File: config.mk
export PLATFORM = sky130hd
export DESIGN_NAME = eq_output_stage
export DESIGN_NICKNAME = d
export VERILOG_FILES = /design/src/rtl/eq_output_stage.sv
export SDC_FILE = /design/constraint.sdc
export NUM_CORES = 1
export LEC_CHECK = 0
export CAP_MARGIN = 5
export CORE_MARGIN = 2
export CORE_UTILIZATION = 44
export CTS_CLUSTER_SIZE = 16
export DETAILED_ROUTE_END_ITERATION = 16
export GPL_ROUTABILITY_DRIVEN = 0
export SETUP_SLACK_MARGIN = 0.02
export SYNTH_ARGS = -nofsm -noshare
export SYNTH_HDL_FRONTEND = slang
export SYNTH_SLANG_ARGS = --single-unit
File: constraint.sdc
create_clock -name clk -period 2.85 [get_ports clk]
set_input_delay 0.57 -clock clk [delete_from_list [all_inputs] [get_ports clk]]
set_output_delay 0.57 -clock clk [all_outputs]
set_load 0.005 [all_outputs]
File: src/rtl/eq_output_stage.sv
// Output stage of the EQ: rounding attenuation shift, saturation to 16-bit PCM,
// a small first-word-fall-through FIFO towards the DAC, and clip monitoring.
module eq_output_stage #(
  parameter int SHIFT = 3,
  parameter int DEPTH = 4,
  parameter int CNT_W = 16
) (
  input  logic             clk,
  input  logic             rst,
  input  logic             in_valid,
  output logic             in_ready,
  input  logic [31:0]      sig_out,
  output logic             out_valid,
  input  logic             out_ready,
  output logic [15:0]      out_data,
  input  logic             clip_clr,
  output logic             clip_flag,
  output logic [CNT_W-1:0] clip_count
);

  localparam int AW = $clog2(DEPTH);
  localparam int CW = AW + 1;
  localparam logic signed [32:0] ROUND   = 33'sd1 <<< (SHIFT - 1);
  localparam logic signed [32:0] PCM_MAX = 33'sd32767;
  localparam logic signed [32:0] PCM_MIN = -33'sd32768;

  logic [31:0]      p1_data_reg;
  logic             p1_valid_reg;
  logic [15:0]      p2_data_reg;
  logic             p2_valid_reg;
  logic             p2_clip_reg;

  logic signed [32:0] sum_ext;
  logic signed [32:0] shifted;
  logic [15:0]        sat_next;
  logic               clip_next;

  logic [15:0]      mem [DEPTH];
  logic [AW-1:0]    wr_ptr_reg;
  logic [AW-1:0]    rd_ptr_reg;
  logic [CW-1:0]    count_reg;
  logic [CW-1:0]    count_next;
  logic [CW:0]      occupancy;
  logic             accept;
  logic             push;
  logic             pop;
  logic             clip_push;
  logic             clip_flag_reg;
  logic [CNT_W-1:0] clip_count_reg;

  // Every word past the acceptance point is counted against the FIFO space,
  // so the pipeline can run without ever stalling.
  assign occupancy = {1'b0, count_reg} + {{CW{1'b0}}, p1_valid_reg} + {{CW{1'b0}}, p2_valid_reg};
  assign in_ready  = occupancy < (CW + 1)'(DEPTH);
  assign accept    = in_valid && in_ready;

  always_ff @(posedge clk) begin
    if (rst) begin
      p1_valid_reg <= 1'b0;
      p1_data_reg  <= '0;
    end else begin
      p1_valid_reg <= accept;
      if (accept) begin
        p1_data_reg <= sig_out;
      end
    end
  end

  // 33-bit add keeps the rounding constant from overflowing near full scale.
  always_comb begin
    sum_ext   = $signed({p1_data_reg[31], p1_data_reg}) + ROUND;
    shifted   = sum_ext >>> SHIFT;
    sat_next  = shifted[15:0];
    clip_next = 1'b0;
    if (shifted > PCM_MAX) begin
      sat_next  = 16'h7fff;
      clip_next = 1'b1;
    end else if (shifted < PCM_MIN) begin
      sat_next  = 16'h8000;
      clip_next = 1'b1;
    end
  end

  always_ff @(posedge clk) begin
    if (rst) begin
      p2_valid_reg <= 1'b0;
      p2_data_reg  <= '0;
      p2_clip_reg  <= 1'b0;
    end else begin
      p2_valid_reg <= p1_valid_reg;
      if (p1_valid_reg) begin
        p2_data_reg <= sat_next;
        p2_clip_reg <= clip_next;
      end
    end
  end

  assign push      = p2_valid_reg;
  assign out_valid = count_reg != '0;
  assign pop       = out_valid && out_ready;
  assign out_data  = out_valid ? mem[rd_ptr_reg] : 16'h0000;

  for (genvar gi = 0; gi < DEPTH; gi++) begin : g_mem
    always_ff @(posedge clk) begin
      if (push && wr_ptr_reg == AW'(gi)) begin
        mem[gi] <= p2_data_reg;
      end
    end
  end

  always_comb begin
    count_next = count_reg;
    if (push && !pop) begin
      count_next = count_reg + 1'b1;
    end else if (pop && !push) begin
      count_next = count_reg - 1'b1;
    end
  end

  always_ff @(posedge clk) begin
    if (rst) begin
      wr_ptr_reg <= '0;
      rd_ptr_reg <= '0;
      count_reg  <= '0;
    end else begin
      count_reg <= count_next;
      if (push) begin
        wr_ptr_reg <= wr_ptr_reg + 1'b1;
      end
      if (pop) begin
        rd_ptr_reg <= rd_ptr_reg + 1'b1;
      end
    end
  end

  // A clear colliding with a clip push keeps that new clip event.
  assign clip_push = push && p2_clip_reg;

  always_ff @(posedge clk) begin
    if (rst) begin
      clip_flag_reg  <= 1'b0;
      clip_count_reg <= '0;
    end else if (clip_clr && clip_push) begin
      clip_flag_reg  <= 1'b1;
      clip_count_reg <= CNT_W'(1);
    end else if (clip_clr) begin
      clip_flag_reg  <= 1'b0;
      clip_count_reg <= '0;
    end else if (clip_push) begin
      clip_flag_reg <= 1'b1;
      if (clip_count_reg != {CNT_W{1'b1}}) begin
        clip_count_reg <= clip_count_reg + 1'b1;
      end
    end
  end

  assign clip_flag  = clip_flag_reg;
  assign clip_count = clip_count_reg;

endmodule

==> flow_summary_export.csv, run 1 <==
group,metric,value,unit
outcome,status,"completed",
clock_tree,postCtsHoldBufs,0,
cells_and_area,largest_reg_flops,64,
clock_tree,htreeDepth,4,
logic_synthesis,synth_edf_count,64,
clock_tree,tritoncts,"yes",
clock_tree,clock-root-buffer,"clkbuf_16",
routing,postRouteAntennaNets,0,
clock_tree,numClockSinks,139,
global_routing,grt_max_degree,53,
floorplanning,start_util,44.6,%
floorplanning,ioPinCount,72,
logic_synthesis,synth.avg_cell_area,11.4,µm²
global_routing,gr-total-overflow,0,
worst_setup_path,crit_family,"buffers and inverters",
worst_setup_path,cp.required,2.28,ns
timing,finalMaxSlewViolations,0,
cells_and_area,syn_to_final_growth,22.8,%
power_and_ir_drop,p_leak,2.72,nW
placement,portBuffers,69,
floorplanning,die-area,15600,µm²
cells_and_area,final_layout_size_suffix_gt1_share,15.5,%
global_routing,grt_pass1_vias,4205,
worst_setup_path,cp-end-kind,"output pin",
run,drv_cap,0,
routing,vias,4343,
global_routing,antenna_found_initial,0,
worst_setup_path,start_kind,"flop",
timing,hold_viol,0,
logic_synthesis,syn_nets,607,
cells_and_area,stdcell_area,7870,µm²
worst_setup_path,slowest_stage,"mux4_2",
routing,dr.pass1.iters,4,
floorplanning,die_w,125,µm
timing,finClkSkew,0.00631,ns
cells_and_area,diodes,0,
timing,period_needed,2.71,ns
routing,via_per_inst,5.25,
placement,dp_hpwl,8620,µm
worst_setup_path,cp.buffers_inverters,2,
clock_tree,cts_buffers,17,
logic_synthesis,ys_seq_area_share,53.4,%
worst_setup_path,cp.arrival,2.14,ns
worst_setup_path,slowest_delay,0.54,ns
timing,maxSlewHeadroom,35.9,%
timing,worstMarginPinSlew,0.962,ns
timing,setup_violations,0,
routing,drtIter0Drc,223,
routing,wire_per_inst,15.4,µm
logic_synthesis,synth_cells,561,
logic_synthesis,synthesis.area,6410,µm²
worst_setup_path,worstSetupPathType,"flop to output pin",
clock_tree,cts.path.max_buffers,2,
clock_tree,worstSkewPairLatency,0.42,ns
cells_and_area,final_common_cell,"nand2_1",
routing,wl,12700,µm
cells_and_area,fin_nets,677,
logic_synthesis,yosys_warnings,0,
timing,max_freq,0.368,GHz
global_routing,grt_usage,17.1,%
cells_and_area,mostFrequentLayoutCells,"nand2_1, dfxtp_1, clkdlybuf4s50_1",
floorplanning,dieHeight,125,µm
logic_synthesis,ys_ff_latch,139,
timing,finalCritPeriodShare,95.2,%
placement,placed_area,7240,µm²
logic_synthesis,synthArstFlopShare,0,%
worst_setup_path,cp_max_fo,16,
worst_setup_path,cp_cell_sequence,"buf_6 -> mux4_2 -> and2_1 -> clkdlybuf4s50_1",
power_and_ir_drop,peakVddDrop,0.000415,V
global_routing,grt_pass1_wl,21200,µm
routing,drc,0,
logic_synthesis,synth.distinct_cells,69,
timing,rsz0062_at_grt,"false",
floorplanning,core,14400,µm²
timing,setup_tns,0,ns
worst_hold_path,hp-class,"flop to flop",
power_and_ir_drop,p_per_area,786,nW/µm²
logic_synthesis,synth_flop_cell,"dfxtp_1",
floorplanning,rows,44,
clock_tree,clk_pin_slew,0.06,ns
Yosys cell counts (3+ instances only):
cell type | number | share of area (%)
nor4_1 | 3 | 0.29
a21oi_1 | 37 | 2.9
xor2_1 | 27 | 3.7
or2_2 | 3 | 0.29
nor3_1 | 8 | 0.62
or4_1 | 12 | 1.4
clkbuf_1 | 19 | 1.1
nand2b_1 | 3 | 0.29
o21ai_0 | 3 | 0.23
edfxtp_1 | 64 | 30
buf_6 | 6 | 1.1
nand3_1 | 25 | 2.0
inv_1 | 5 | 0.29
mux4_2 | 16 | 5.6
o31ai_2 | 3 | 0.59
nor2_1 | 44 | 2.6
nand4_1 | 8 | 0.78
or3_1 | 5 | 0.49
ha_1 | 8 | 1.6
mux2i_1 | 3 | 0.47
nand4_4 | 4 | 1.3
o41ai_1 | 4 | 0.55
and3_1 | 5 | 0.49
o41ai_2 | 8 | 2.0
nand2_1 | 78 | 4.6
dfxtp_1 | 75 | 23
o21bai_1 | 3 | 0.35
and2_1 | 26 | 2.5
xnor2_1 | 10 | 1.4
layer usage:
metal / GRT usage, % / vias to the layer above / share of wire, %
li1: - / 2189 / -
met1: 22.5 / 2048 / 48
met2: 27.7 / 85 / 47
met3: 3.82 / 21 / 3.1
met4: 6.54 / 0 / 1.8
met5: 0 / - / 0
final timing paths:
path                  startpoint          end  slack (ns)  depth (start not counted)
hold reg to reg        clip_flag    clip_flag        0.50                          2
setup reg to reg  p1_data_reg[9]  p2_clip_reg        0.32                          7
setup / recovery            flop  out_data[3]        0.14                          4
hold / removal         clip_flag    clip_flag        0.50                          2
area by class of cell:
type                            instances  area, µm²
Fill cell                            1221       6500
Sequential cell                       139       3420
Multi-Input combinational cell        383       2770
Timing Repair Buffer                   83        811
Clock buffer                           19        433
Tap cell                              184        230
Clock inverter                         13        175
Inverter                                7       26.3
repair_timing:
| item | in CTS | in global routing |
|---|---|---|
| endpoints found under the setup margin | 1 | 17 |
| pin swaps | 0 | 0 |
| hold endpoints to repair | 0 | 0 |
| gates cloned | 0 | 0 |
| setup buffers | 0 | 0 |
| gates resized for setup | 1 | 4 |
worst min-delay path, delay by kind of cell (launching register included):
family | cells | cell delay [ns]
simple gates | 1 | 0.07
compound gates | 1 | 0.06
flops | 1 | 0.33
cells by family (layout without fill, tap and decap cells):
group	count (synthesis)	in the layout	share of synthesized area [%]
AO/OA/AOI/OAI	81	81	10.4
XOR/XNOR	37	37	5.05
adder cells (fa/ha/maj)	9	9	1.87
buffers and inverters	39	122	3.55
flip-flops	139	139	53.4
multiplexers	20	20	6.26
AND/OR/NAND/NOR	236	236	19.5
power breakdown:
part	total (mW)	leakage [nW]	switching, mW	internal (mW)
Sequential	2.50	1.20	0.201	2.30
Clock	2.26	0.292	0.802	1.45
Combinational	1.43	1.23	0.648	0.781
Total	6.18	2.72	1.65	4.53
per-stage QoR:
stage	worst slack [ns]	hold WS (ns)	util, %	std cells	total power, mW
finish	0.136	0.498	54.8	828	6.18
global route	0.0420	0.529	54.8	828	6.52
CTS	0.0932	0.492	54.7	828	6.26
detailed placement	0.214	0.483	50.4	796	3.99
global placement	0.300	0.477	50.4	796	3.94
floorplan	0.345	0.461	-	561	3.38
Note: power is estimated with default switching activity, not from simulation.
==> run 2: changes to the inputs <==
--- a/config.mk
+++ b/config.mk
@@ -5,12 +5,13 @@
 export SDC_FILE = /design/constraint.sdc
 export NUM_CORES = 1
 export LEC_CHECK = 0
-export CAP_MARGIN = 5
+export CAP_MARGIN = 20
 export CORE_MARGIN = 2
-export CORE_UTILIZATION = 44
+export CORE_UTILIZATION = 56
 export CTS_CLUSTER_SIZE = 16
 export DETAILED_ROUTE_END_ITERATION = 16
 export GPL_ROUTABILITY_DRIVEN = 0
+export PLACE_DENSITY = 0.79
 export SETUP_SLACK_MARGIN = 0.02
 export SYNTH_ARGS = -nofsm -noshare
 export SYNTH_HDL_FRONTEND = slang
==> run 2 against run 1 <==
Against the previous run:
- count of clock-buffer cells in the layout decreased by 2
- hold slack got worse by 0.010 ns
- sequential share of layout area increased by 0.32 points
- combinational power about the same
- via count increased by 4.8%
- fmax decreased by 0.29%
- setup slack got worse by 0.0079 ns
- critical path depth unchanged
- critical path type unchanged
- critical endpoint is now out_data[6]
==> flow_summary_export.csv, run 2 (synthesis gave the netlist of run 1 again) <==
group,metric,value,unit
routing,vias,4552,
worst_setup_path,rr_worst_depth,8,
timing,maxSlewHeadroom,39.4,%
run,drv_cap,0,
cells_and_area,syn_to_final_growth,21.9,%
clock_tree,postCtsHoldBufs,0,
cells_and_area,fin_nets,680,
clock_tree,numClockSinks,139,
worst_setup_path,cp-end-kind,"output pin",
routing,wire_per_inst,17.0,µm
floorplanning,dieHeight,111,µm
worst_hold_path,hp-class,"flop to flop",
timing,finalMaxSlewViolations,0,
power_and_ir_drop,clkPwrFrac,35.2,%
clock_tree,tritoncts,"yes",
cells_and_area,final_layout_size_suffix_gt1_share,16.2,%
worst_hold_path,min-delay-start,"clip_flag",
timing,whs,0.488,ns
clock_tree,post_cts_buffers,0,
worst_setup_path,cp.arrival,2.15,ns
global_routing,grt_pass1_vias,4535,
timing,setup_violations,0,
worst_setup_path,crit_family,"buffers and inverters",
cells_and_area,fin_cells,790,
floorplanning,rows,39,
power_and_ir_drop,seq_power_share,41.0,%
timing,rsz0062_at_grt,"false",
global_routing,antenna_found_initial,0,
cells_and_area,largest_reg_flops,64,
worst_hold_path,min_to,"clip_flag",
worst_hold_path,whs_path_depth,2,
timing,hold_viol,0,
floorplanning,start_util,56.9,%
routing,wl_met3,526,µm
timing,setup_tns,0,ns
clock_tree,clk_pin_slew,0.06,ns
worst_setup_path,cp.required,2.28,ns
power_and_ir_drop,p_leak,2.72,nW
clock_tree,htreeDepth,4,
cells_and_area,diodes,0,
worst_setup_path,cp_cell_sequence,"buf_8 -> mux4_2 -> and2_1 -> clkdlybuf4s50_1",
outcome,status,"completed",
worst_setup_path,r2r-start,"p1_data_reg[9]",
routing,dr.pass1.iters,4,
routing,top_layer,"met4",
routing,dr_wl_met2,6950,µm
floorplanning,core,11300,µm²
clock_tree,worstSkewPairLatency,0.42,ns
worst_setup_path,slowest_delay,0.56,ns
worst_setup_path,slowest_stage,"mux4_2",
worst_setup_path,cp_max_fo,16,
routing,wl,13400,µm
floorplanning,die_w,111,µm
power_and_ir_drop,intPower,4.33,mW
floorplanning,ioPinCount,72,
routing,drc,0,
global_routing,grt_pass1_wl,22200,µm
global_routing,grt_usage,22.6,%
global_routing,gr-total-overflow,0,
worst_setup_path,cp.buffers_inverters,2,
timing,finalCritPeriodShare,95.5,%
placement,portBuffers,69,
worst_setup_path,r2r_slack,0.16,ns
routing,via_per_inst,5.76,
cells_and_area,fill_cells,803,
timing,max_freq,0.367,GHz
placement,dp_hpwl,8920,µm
timing,period_needed,2.72,ns
global_routing,grt_max_degree,50,
placement,dp_slack,0.243,ns
timing,worstMarginPinSlew,0.909,ns
power_and_ir_drop,switching_share,29.2,%
cells_and_area,mostFrequentLayoutCells,"nand2_1, dfxtp_1, clkdlybuf4s50_1",
worst_setup_path,r2r_end,"p2_data_reg[10]",
worst_setup_path,start_kind,"flop",
worst_setup_path,worstSetupPathType,"flop to output pin",
routing,m1WireLength,5750,µm
routing,drtIter0Drc,222,
cells_and_area,final_common_cell,"nand2_1",
power_and_ir_drop,p_per_area,781,nW/µm²
clock_tree,cts_buffers,17,
placement,dp_cells,758,
floorplanning,die-area,12300,µm²
timing,fin_ws,0.128,ns
clock_tree,cts.path.max_buffers,2,
power_and_ir_drop,power.switching,1.78,mW
cells_and_area,final_util,69.3,%
power_and_ir_drop,comb_power_share,23.8,%
timing,finClkSkew,0.00850,ns
routing,postRouteAntennaNets,0,
power_and_ir_drop,peakVddDrop,0.000517,V
clock_tree,clock-root-buffer,"clkbuf_16",
-- run 2: changes by cell type in the layout (fill, tap and decap cells not counted), moves of 2 or more --
cell       delta
inv_6         +7
buf_4         +3
bufinv_16     -3
inv_8         +3
buf_6         -2
clkbuf_1      -2
clkinv_2      -2
-- run 2: worst register-to-register path, cell delays in order, from the launching register on --
cell	delay, ns
dfxtp_1	0.48
nand4_4	0.21
nor4_4	0.54
buf_4	0.25
nand4b_1	0.12
nand3_1	0.18
a21oi_4	0.14
or4_1	0.57
o41ai_2	0.08
-- run 2: timing repair --
action / in CTS / in global routing
cloned: 0 / 0
resized for setup: 1 / 2
endpoints found under the setup margin: 1 / 2
-- run 2: routing by layer --
metal | track usage, % | up-vias
met5 | 0 | -
met4 | 10.0 | 0
met3 | 4.43 | 19
met2 | 38.9 | 106
met1 | 27.7 | 2229
li1 | - | 2198
-- run 2: cell type report --
cell class	count	area [µm²]	share of cell area [%]
Timing Repair Buffer	86	846	10.8
Sequential cell	139	3420	43.8
Clock inverter	15	150	1.92
Multi-Input combinational cell	383	2760	35.4
Inverter	7	26.3	0.336
Clock buffer	17	425	5.44
Tap cell	143	179	2.29
-- run 2: how the worst max path moves through the flow --
stage / end / startpoint / slack, ns / depth (start not counted)
4_1_cts: in_ready / count_reg[0] / 0.05 / 4
2_1_floorplan: out_data[10] / flop / 0.34 / 4
6_report: out_data[6] / flop / 0.13 / 4
5_1_grt: out_data[6] / flop / 0.03 / 4
3_3_place_gp: p2_clip_reg / p1_data_reg[9] / 0.29 / 9
3_5_place_dp: p2_data_reg[2] / p1_data_reg[9] / 0.24 / 9
-- run 2: metrics by stage --
stage / area [µm²] / total power [mW]
global placement: 7230 / 3.91
detailed placement: 7230 / 3.98
CTS: 7810 / 6.13
finish: 7810 / 6.11
floorplan: 6410 / 3.38
global route: 7810 / 6.37
-- run 2: power groups by stage --
stage | Clock, mW | Sequential (mW) | Combinational, mW
2_1_floorplan | 0 | 2.47 | 0.905
3_3_place_gp | 0 | 2.51 | 1.40
3_5_place_dp | 0 | 2.53 | 1.44
4_1_cts | 2.17 | 2.49 | 1.46
5_1_grt | 2.25 | 2.53 | 1.59
6_report | 2.15 | 2.50 | 1.45
==> run 3: changes to the inputs <==
--- a/config.mk
+++ b/config.mk
@@ -6,7 +6,6 @@
 export NUM_CORES = 1
 export LEC_CHECK = 0
 export CAP_MARGIN = 20
-export CORE_MARGIN = 2
 export CORE_UTILIZATION = 56
 export CTS_CLUSTER_SIZE = 16
 export DETAILED_ROUTE_END_ITERATION = 16
==> run 3 against run 2 <==
Against the previous run:
- via count decreased by 0.40%
- hold slack improved by 0.0017 ns
- clock power increased by 3%
- register-to-register slack about the same
- total power increased by 0.83%
- first-iteration DRC count increased by 14%
- routed wire length decreased by 4.1%
- core utilization increased by 1.9 points
- sequential power about the same
- flip-flop and latch count unchanged
- non-clock buffer count decreased by 3
- final cell count decreased by 0.76%
- critical endpoint is now out_data[4]
- largest power group unchanged
==> flow_summary_export.csv, run 3 (synthesis gave the netlist of run 1 again) <==
group,metric,value,unit
global_routing,grt_max_degree,51,
placement,portBuffers,69,
power_and_ir_drop,p_per_area,787,nW/µm²
floorplanning,ioPinCount,72,
timing,worstMarginPinSlew,0.924,ns
routing,drc,0,
power_and_ir_drop,peakVddDrop,0.000444,V
worst_setup_path,cp-end-kind,"output pin",
worst_hold_path,min-delay-start,"clip_flag",
timing,fin_ws,0.137,ns
timing,period_needed,2.71,ns
timing,finalMaxSlewViolations,0,
clock_tree,htreeDepth,4,
clock_tree,postCtsHoldBufs,0,
worst_setup_path,cp.required,2.28,ns
clock_tree,cts.path.max_buffers,2,
timing,finClkSkew,0.00849,ns
global_routing,grt_pass1_wl,21300,µm
worst_setup_path,cp_cell_sequence,"buf_8 -> mux4_2 -> and2_1 -> clkdlybuf4s50_1",
floorplanning,start_util,58.4,%
clock_tree,worstSkewPairLatency,0.41,ns
worst_setup_path,worstSetupPathType,"flop to output pin",
routing,wl,12900,µm
worst_setup_path,critical_path_depth,4,
placement,dp_slack,0.103,ns
global_routing,grt_usage,23.4,%
timing,max_freq,0.369,GHz
cells_and_area,fin_nets,677,
cells_and_area,syn_to_final_growth,22.0,%
worst_hold_path,whs_path_depth,2,
routing,vias,4534,
floorplanning,core,11000,µm²
floorplanning,die-area,11900,µm²
worst_setup_path,slowest_stage,"mux4_2",
cells_and_area,final_layout_size_suffix_gt1_share,15.7,%
placement,dp_hpwl,8580,µm
routing,wire_per_inst,16.4,µm
floorplanning,rows,38,
worst_setup_path,start_kind,"flop",
power_and_ir_drop,intPower,4.46,mW
clock_tree,numClockSinks,139,
clock_tree,clock-root-buffer,"clkbuf_16",
timing,hold_viol,0,
timing,setup_tns,0,ns
power_and_ir_drop,p_leak,2.71,nW
worst_setup_path,cp_max_fo,16,
worst_setup_path,crit_family,"buffers and inverters",
timing,setup_violations,0,
clock_tree,tritoncts,"yes",
global_routing,grt_pass1_vias,4365,
power_and_ir_drop,comb_power_share,23.2,%
worst_setup_path,r2r-start,"p1_data_reg[2]",
worst_setup_path,cp.arrival,2.14,ns
routing,via_per_inst,5.78,
floorplanning,dieHeight,109,µm
cells_and_area,largest_reg_flops,64,
timing,maxSlewHeadroom,38.4,%
worst_hold_path,hp-class,"flop to flop",
run,drv_cap,0,
clock_tree,cts_buffers,17,
power_and_ir_drop,power.switching,1.70,mW
outcome,status,"completed",
timing,rsz0062_at_grt,"false",
cells_and_area,final_common_cell,"nand2_1",
global_routing,gr-total-overflow,0,
floorplanning,die_w,109,µm
power_and_ir_drop,switching_share,27.5,%
routing,drtIter0Drc,253,
routing,postRouteAntennaNets,0,
global_routing,antenna_found_initial,0,
power_and_ir_drop,clkPwrFrac,36.1,%
routing,dr.pass1.iters,5,
power_and_ir_drop,seq_power_share,40.7,%
timing,finalCritPeriodShare,95.2,%
worst_setup_path,rr_worst_depth,10,
clock_tree,clk_pin_slew,0.06,ns
cells_and_area,diodes,0,
cells_and_area,mostFrequentLayoutCells,"nand2_1, dfxtp_1, clkdlybuf4s50_1",
worst_setup_path,cp.buffers_inverters,2,
clock_tree,post_cts_buffers,0,
worst_setup_path,slowest_delay,0.53,ns
-- run 3: changes by cell type in the layout (fill, tap and decap cells not counted), sizes merged --
cell / before / now
bufinv: 1 / 3
clkinvlp: 1 / 5
inv: 16 / 9
buf: 18 / 15
clkbuf: 17 / 18
-- run 3: worst paths after layout --
kind	slack [ns]	endpoint
min reg2reg	0.49	clip_flag
min	0.49	clip_flag
max	0.14	out_data[4]
max reg2reg	0.17	p2_data_reg[4]
-- run 3: power by group through the flow --
stage | Combinational (mW) | Clock, mW | Sequential, mW
final | 1.43 | 2.22 | 2.51
after global routing | 1.59 | 2.34 | 2.53
after CTS | 1.44 | 2.25 | 2.50
after detailed placement | 1.42 | 0 | 2.54
after global placement | 1.38 | 0 | 2.52
after floorplan | 0.905 | 0 | 2.47
-- run 3: through the flow --
stage | utilization (%) | cell area [µm²] | std cells | power [mW] | hold WS (ns)
after global routing | 71.2 | 7820 | 784 | 6.46 | 0.528
after CTS | 71.1 | 7800 | 784 | 6.19 | 0.490
after floorplan | - | 6410 | 561 | 3.38 | 0.461
after detailed placement | 65.6 | 7200 | 752 | 3.96 | 0.479
final | 71.2 | 7820 | 784 | 6.16 | 0.490
after global placement | 65.6 | 7200 | 752 | 3.90 | 0.475
-- run 3: final cells by class --
cell class | count | area [µm²]
Sequential cell | 139 | 3420
Clock inverter | 14 | 170
Multi-Input combinational cell | 383 | 2770
Inverter | 7 | 26.3
Fill cell | 781 | 3160
Tap cell | 140 | 175
Clock buffer | 18 | 429
Timing Repair Buffer | 83 | 823
-- run 3: per-layer routing --
metal,track usage (%),routed length (µm)
met1,30.9,5740
met2,38.8,6400
met3,4.36,607
met4,8.11,153
met5,0,0
-- run 3: what timing repair did --
action,4_1_cts,5_1_grt
endpoints found under the setup margin,1,18
gates cloned,0,0
gates resized for setup,1,3
-- run 3: tightest hold or removal path: stages (launching register included) --
cell and delay, ns:
dfxtp_1 0.32, nand2b_1 0.07, a21oi_1 0.06
